--- config.mk ---
export PLATFORM = sky130hd
export DESIGN_NAME = zynet_result_reader
export DESIGN_NICKNAME = d
export VERILOG_FILES = /design/src/rtl/zynet_pkg.sv /design/src/rtl/zynet_result_reader.sv
export SDC_FILE = /design/constraint.sdc
export NUM_CORES = 1
export LEC_CHECK = 0
export ABC_AREA = 0
export ABC_CLOCK_PERIOD_IN_PS = 4500
export BUFFER_PORTS_ARGS = -buffer_cell sky130_fd_sc_hd__buf_2
export CORE_MARGIN = 3
export CORE_UTILIZATION = 50
export DETAILED_ROUTE_END_ITERATION = 8
export GPL_ROUTABILITY_DRIVEN = 0
export HOLD_SLACK_MARGIN = 0.06
export PLACE_DENSITY_LB_ADDON = 0.25
export SLEW_MARGIN = 20
export SYNTH_ARGS = -nofsm -noshare
export SYNTH_HDL_FRONTEND = slang
export SYNTH_SLANG_ARGS = --single-unit
--- constraint.sdc ---
create_clock -name clk_i -period 4.5 [get_ports clk_i]
set_clock_uncertainty 0.15 [all_clocks]
set_input_delay 0.45 -clock clk_i [delete_from_list [all_inputs] [get_ports clk_i]]
set_output_delay 0.45 -clock clk_i [all_outputs]
set_load 0.005 [all_outputs]
--- src/rtl/zynet_pkg.sv ---
// Shared types and default sizing for the ZyNet inference result path.
package zynet_pkg;

  // Default signed fixed-point score width and number of class scores per frame.
  localparam int DEF_WORD_SIZE   = 16;
  localparam int DEF_OUTPUT_SIZE = 10;

  // Result-reader sequencing: capture a vector, stream it out, then present argmax.
  typedef enum logic [1:0] {
    IDLE   = 2'd0,
    STREAM = 2'd1,
    RESULT = 2'd2
  } rr_state_e;

endpackage : zynet_pkg

--- src/rtl/zynet_result_reader.sv ---
// Captures one network score vector, serializes the scores over a valid/ready
// port while tracking the running argmax, then presents the winning class index
// and its score on a separate valid/ready result port.
module zynet_result_reader
  import zynet_pkg::*;
#(
  parameter int WORD_SIZE   = DEF_WORD_SIZE,
  parameter int OUTPUT_SIZE = DEF_OUTPUT_SIZE
) (
  input  logic                              clk_i,
  input  logic                              reset_n_i,
  input  logic [OUTPUT_SIZE*WORD_SIZE-1:0]  data_i,
  input  logic                              valid_i,
  output logic                              yumi_o,
  output logic [WORD_SIZE-1:0]              data_o,
  output logic                              valid_o,
  input  logic                              ready_i,
  output logic [$clog2(OUTPUT_SIZE)-1:0]    class_o,
  output logic [WORD_SIZE-1:0]              max_o,
  output logic                              class_valid_o,
  input  logic                              class_ready_i
);

  localparam int                IDX_W    = $clog2(OUTPUT_SIZE);
  localparam logic [IDX_W-1:0]  LAST_IDX = IDX_W'(OUTPUT_SIZE - 1);

  rr_state_e                     state_q, state_d;
  logic        [IDX_W-1:0]       index_q, index_d;
  logic        [IDX_W-1:0]       best_idx_q, best_idx_d;
  logic signed [WORD_SIZE-1:0]   best_val_q, best_val_d;
  logic signed [WORD_SIZE-1:0]   vec_q [OUTPUT_SIZE];
  logic signed [WORD_SIZE-1:0]   in_scores [OUTPUT_SIZE];
  logic signed [WORD_SIZE-1:0]   cur_score;
  logic                          capture;

  // Split the flat input bus into per-class signed scores.
  always_comb begin
    for (int k = 0; k < OUTPUT_SIZE; k++) begin
      in_scores[k] = data_i[k*WORD_SIZE +: WORD_SIZE];
    end
  end

  assign cur_score = vec_q[index_q];

  // Next-state, handshake outputs and running argmax update.
  always_comb begin
    state_d       = state_q;
    index_d       = index_q;
    best_idx_d    = best_idx_q;
    best_val_d    = best_val_q;
    capture       = 1'b0;
    yumi_o        = 1'b0;
    valid_o       = 1'b0;
    class_valid_o = 1'b0;
    unique case (state_q)
      IDLE: begin
        yumi_o = valid_i;
        if (valid_i) begin
          capture    = 1'b1;
          state_d    = STREAM;
          index_d    = '0;
          best_idx_d = '0;
          best_val_d = '0;
        end
      end
      STREAM: begin
        valid_o = 1'b1;
        if (ready_i) begin
          // Strict greater-than keeps the lowest index on ties; element 0 always seeds.
          if ((index_q == '0) || (cur_score > best_val_q)) begin
            best_idx_d = index_q;
            best_val_d = cur_score;
          end
          if (index_q == LAST_IDX) begin
            index_d = '0;
            state_d = RESULT;
          end else begin
            index_d = index_q + 1'b1;
          end
        end
      end
      RESULT: begin
        class_valid_o = 1'b1;
        if (class_ready_i) begin
          state_d = IDLE;
        end
      end
      default: begin
        state_d = IDLE;
      end
    endcase
  end

  // Control and argmax registers; reset discards any frame in flight.
  always_ff @(posedge clk_i or negedge reset_n_i) begin
    if (!reset_n_i) begin
      state_q    <= IDLE;
      index_q    <= '0;
      best_idx_q <= '0;
      best_val_q <= '0;
    end else begin
      state_q    <= state_d;
      index_q    <= index_d;
      best_idx_q <= best_idx_d;
      best_val_q <= best_val_d;
    end
  end

  // Captured score vector, loaded only on the IDLE handshake.
  always_ff @(posedge clk_i or negedge reset_n_i) begin
    if (!reset_n_i) begin
      for (int k = 0; k < OUTPUT_SIZE; k++) begin
        vec_q[k] <= '0;
      end
    end else if (capture) begin
      vec_q <= in_scores;
    end
  end

  assign data_o  = (state_q == STREAM) ? cur_score : '0;
  assign class_o = best_idx_q;
  assign max_o   = best_val_q;

endmodule : zynet_result_reader

==> qor.yml <==
min_path:
  min_from: "data_i[60]"
  holdPathEnd: "vec_q[108]"
  hp-class: "input pin to register"
  whs_path_depth: 2
power:
  power.density_mw_per_mm2: 745
  ir_drop_mv: 0.613
  p_leak_nw: 4.83
synthesis:
  syn-num-nets: 799
  yosys_warnings: 0
  synth_area_mm2: 0.00890
  synth_flop_cell: "dfrtp_1"
  synth_edf_count: 0
  syn_avg_cell_area_um2: 14.5
  netlist_instances: 615
  ys_async_sr_fraction_pct: 100
  yosys.area.top_type: "dfrtp_1"
  ys_top_cells_by_area: "dfrtp_1 (52%), mux2_2 (24%), mux4_2 (8.1%), ha_1 (2.7%), a221oi_2 (2.5%)"
  synth_seq_cells: 186
  synth_cell_types: 33
  yosysTopAreaCellShare_pct: 52.3
  ys_seq_area_share_pct: 52.3
critical_path:
  slowest_stage: "dfrtp_4"
  critPathArrivalTime_ps: 4100
  cp_max_fo: 20
  rrSetupSlack_ps: 550
  required_ps: 4650
  crit_chain: "buf_4, mux4_2, a221oi_2, nor2_1, ha_1, a21o_1, a31oi_1, o21ai_0, a211oi_1, mux2_2, mux2_1"
  crit_type: "register to register"
  cp-end-kind: "register"
  r2r_end: "max_o[0]"
  r2r_cells: 11
  slowest_delay_ps: 580
  critPathLaunchType: "register"
  reg2reg_from: "index_q[0]"
floorplan:
  coreArea_mm2: 0.0174
  die_h_um: 139
  start_util_pct: 51.3
  die_w_um: 139
  pin_count: 204
  die_area_mm2: 0.0194
  rows: 48
global_routing:
  grt.met1_usage_pct: 27.9
  antenna_found_initial: 0
  grtUsageTotal_pct: 22.3
  top_usage_layer: "met2"
  grt_pass1_vias: 6449
  grt_max_degree: 114
  grt_use_met3_pct: 3.68
  grt_pass1_wl_um: 33800
  grt_overflow: 0
  gr-usage-met2_pct: 39.9
cells_and_area:
  antenna_cells: 0
  nets: 995
  drive_gt1_share_pct: 59.7
  register_area_mm2: 0.00466
  n_fill_cell: 1355
  mostFrequentLayoutCell: "buf_2"
  area_delta_synth_final_pct: 20.6
  layout_common_cells: "buf_2 (202), mux2_2 (192), dfrtp_1 (184)"
  fin_area_mm2: 0.0107
  multi_input_area_mm2: 0.00396
drt:
  drt_iter0_markers: 249
  drcViolationCount: 0
  final_antenna_net_count: 0
  routedWlPerCell_um: 20.5
  vias_per_cell: 5.53
  drt_wl_total_um: 21500
  dr_total_vias: 5805
  drt_pre_antenna_iters: 4
clock_network:
  cts_tree: "built"
  clk_latency_ps: 420
  htree_levels: 4
  cts_resized: 0
  cts_buffers: 17
  cts.sinks: 186
  root_buffer: "clkbuf_16"
  cts.clk_slew.worst_paths_ps: 70
  cts_buffer_depth: 2
sta:
  tightest_slew_ps: 964
  post-route-period-util_pct: 87.7
  max_freq_mhz: 253
  setup_viol: 0
  slew_headroom_pct: 35.7
  slew_viol_final: 0
  final_hold_viol_count: 0
  tns_ps: 0
  fin_crit_ps: 3950
  rsz0062_at_grt: "no"
placed_design:
  dpl_cell_area_mm2: 0.0101
  port-buffer-count: 203
  hpwl_um: 15800
outcome:
  status: "complete, no violations"
flow_run:
  maxCapViolCount: 0
-- cells in the mapped netlist, types with 2 or more instances --
cell type / instances
nor3_1: 17
mux2_1: 5
nand3_1: 4
mux2_2: 192
buf_2: 17
buf_6: 3
buf_4: 4
nand2_1: 4
a31oi_1: 4
a41o_1: 2
nand4_1: 4
nor2b_1: 2
clkbuf_1: 14
xnor2_1: 2
o21ai_0: 3
a221oi_2: 15
nor2_1: 26
inv_1: 21
a21oi_1: 20
dfrtp_1: 186
ha_1: 19
buf_1: 3
nand2b_1: 4
mux4_2: 32
a21o_1: 4
-- critical path, delay by kind of cell, from the launching register on --
family | cells | cell delay (ps)
multiplexers | 3 | 1510
AO/OA/AOI/OAI | 5 | 960
flip-flops | 1 | 580
adder cells (fa/ha/maj) | 1 | 300
buffers and inverters | 1 | 240
AND/OR/NAND/NOR | 1 | 80
-- metal layers --
layer	wire (µm)	part of all wire, %	vias to the layer above
met5	0	0	-
met4	375	1.7	0
met3	851	4.0	25
met2	11600	54	141
met1	8720	40	2978
li1	-	-	2661
-- how the worst max path moves through the flow --
stage,cells past startpoint,start,end,slack [ps]
finish,11,index_q[0],max_o[0],550
detailed placement,11,index_q[0],max_o[0],560
global placement,11,index_q[0],class_o[0],620
CTS,11,index_q[0],max_o[0],550
global route,11,index_q[0],max_o[0],300
floorplan,13,index_q[0],class_o[0],1000
-- metrics by stage --
step           worst slack (ps)  util [%]  instances  power [W]  hold WS (ps)
2_1_floorplan              1000         -        615    0.00558          4.41
3_3_place_gp                616      58.5       1016    0.00643           325
3_5_place_dp                561      58.5       1016    0.00659           336
4_1_cts                     547      61.8       1049    0.00807          87.3
5_1_grt                     304      61.8       1049    0.00851          93.9
6_report                    554      61.8       1049    0.00800           104
-- state kept, by name (all words and copies together), names as in the netlist --
register  count
index_q       4
state_q       2
max_o        16
class_o       4
vec_q       160
-- cell type report --
class / count / area share [%]
Clock buffer: 23 / 4.55
Clock inverter: 9 / 0.804
Sequential cell: 186 / 43.4
Inverter: 22 / 0.769
Tap cell: 225 / 2.62
Timing Repair Buffer: 218 / 11.0
Multi-Input combinational cell: 366 / 36.9
-- power by group --
| part | switching [W] | total [W] | internal [W] |
|---|---|---|---|
| logic | 0.00155 | 0.00356 | 0.00201 |
| clock network | 0.000628 | 0.00145 | 0.000824 |
| registers | 0.000491 | 0.00298 | 0.00249 |
| total | 0.00267 | 0.00800 | 0.00532 |
-- logic make-up (layout without fill, tap and decap cells) --
family,after synthesis,in the layout,share of synthesized area [%]
buf+inv,63,272,3.32
simple gates,63,63,3.32
compound gates,52,52,5.07
fa+ha+maj,19,19,2.67
mux,230,230,33.1
xor+xnor,2,2,0.197
flops,186,186,52.3
-- timing repair --
action,in CTS,in global routing
endpoints found under the hold margin,55,0
hold buffers,1,0
buffers inserted,0,0
Note: power is estimated with default switching activity, not from simulation.
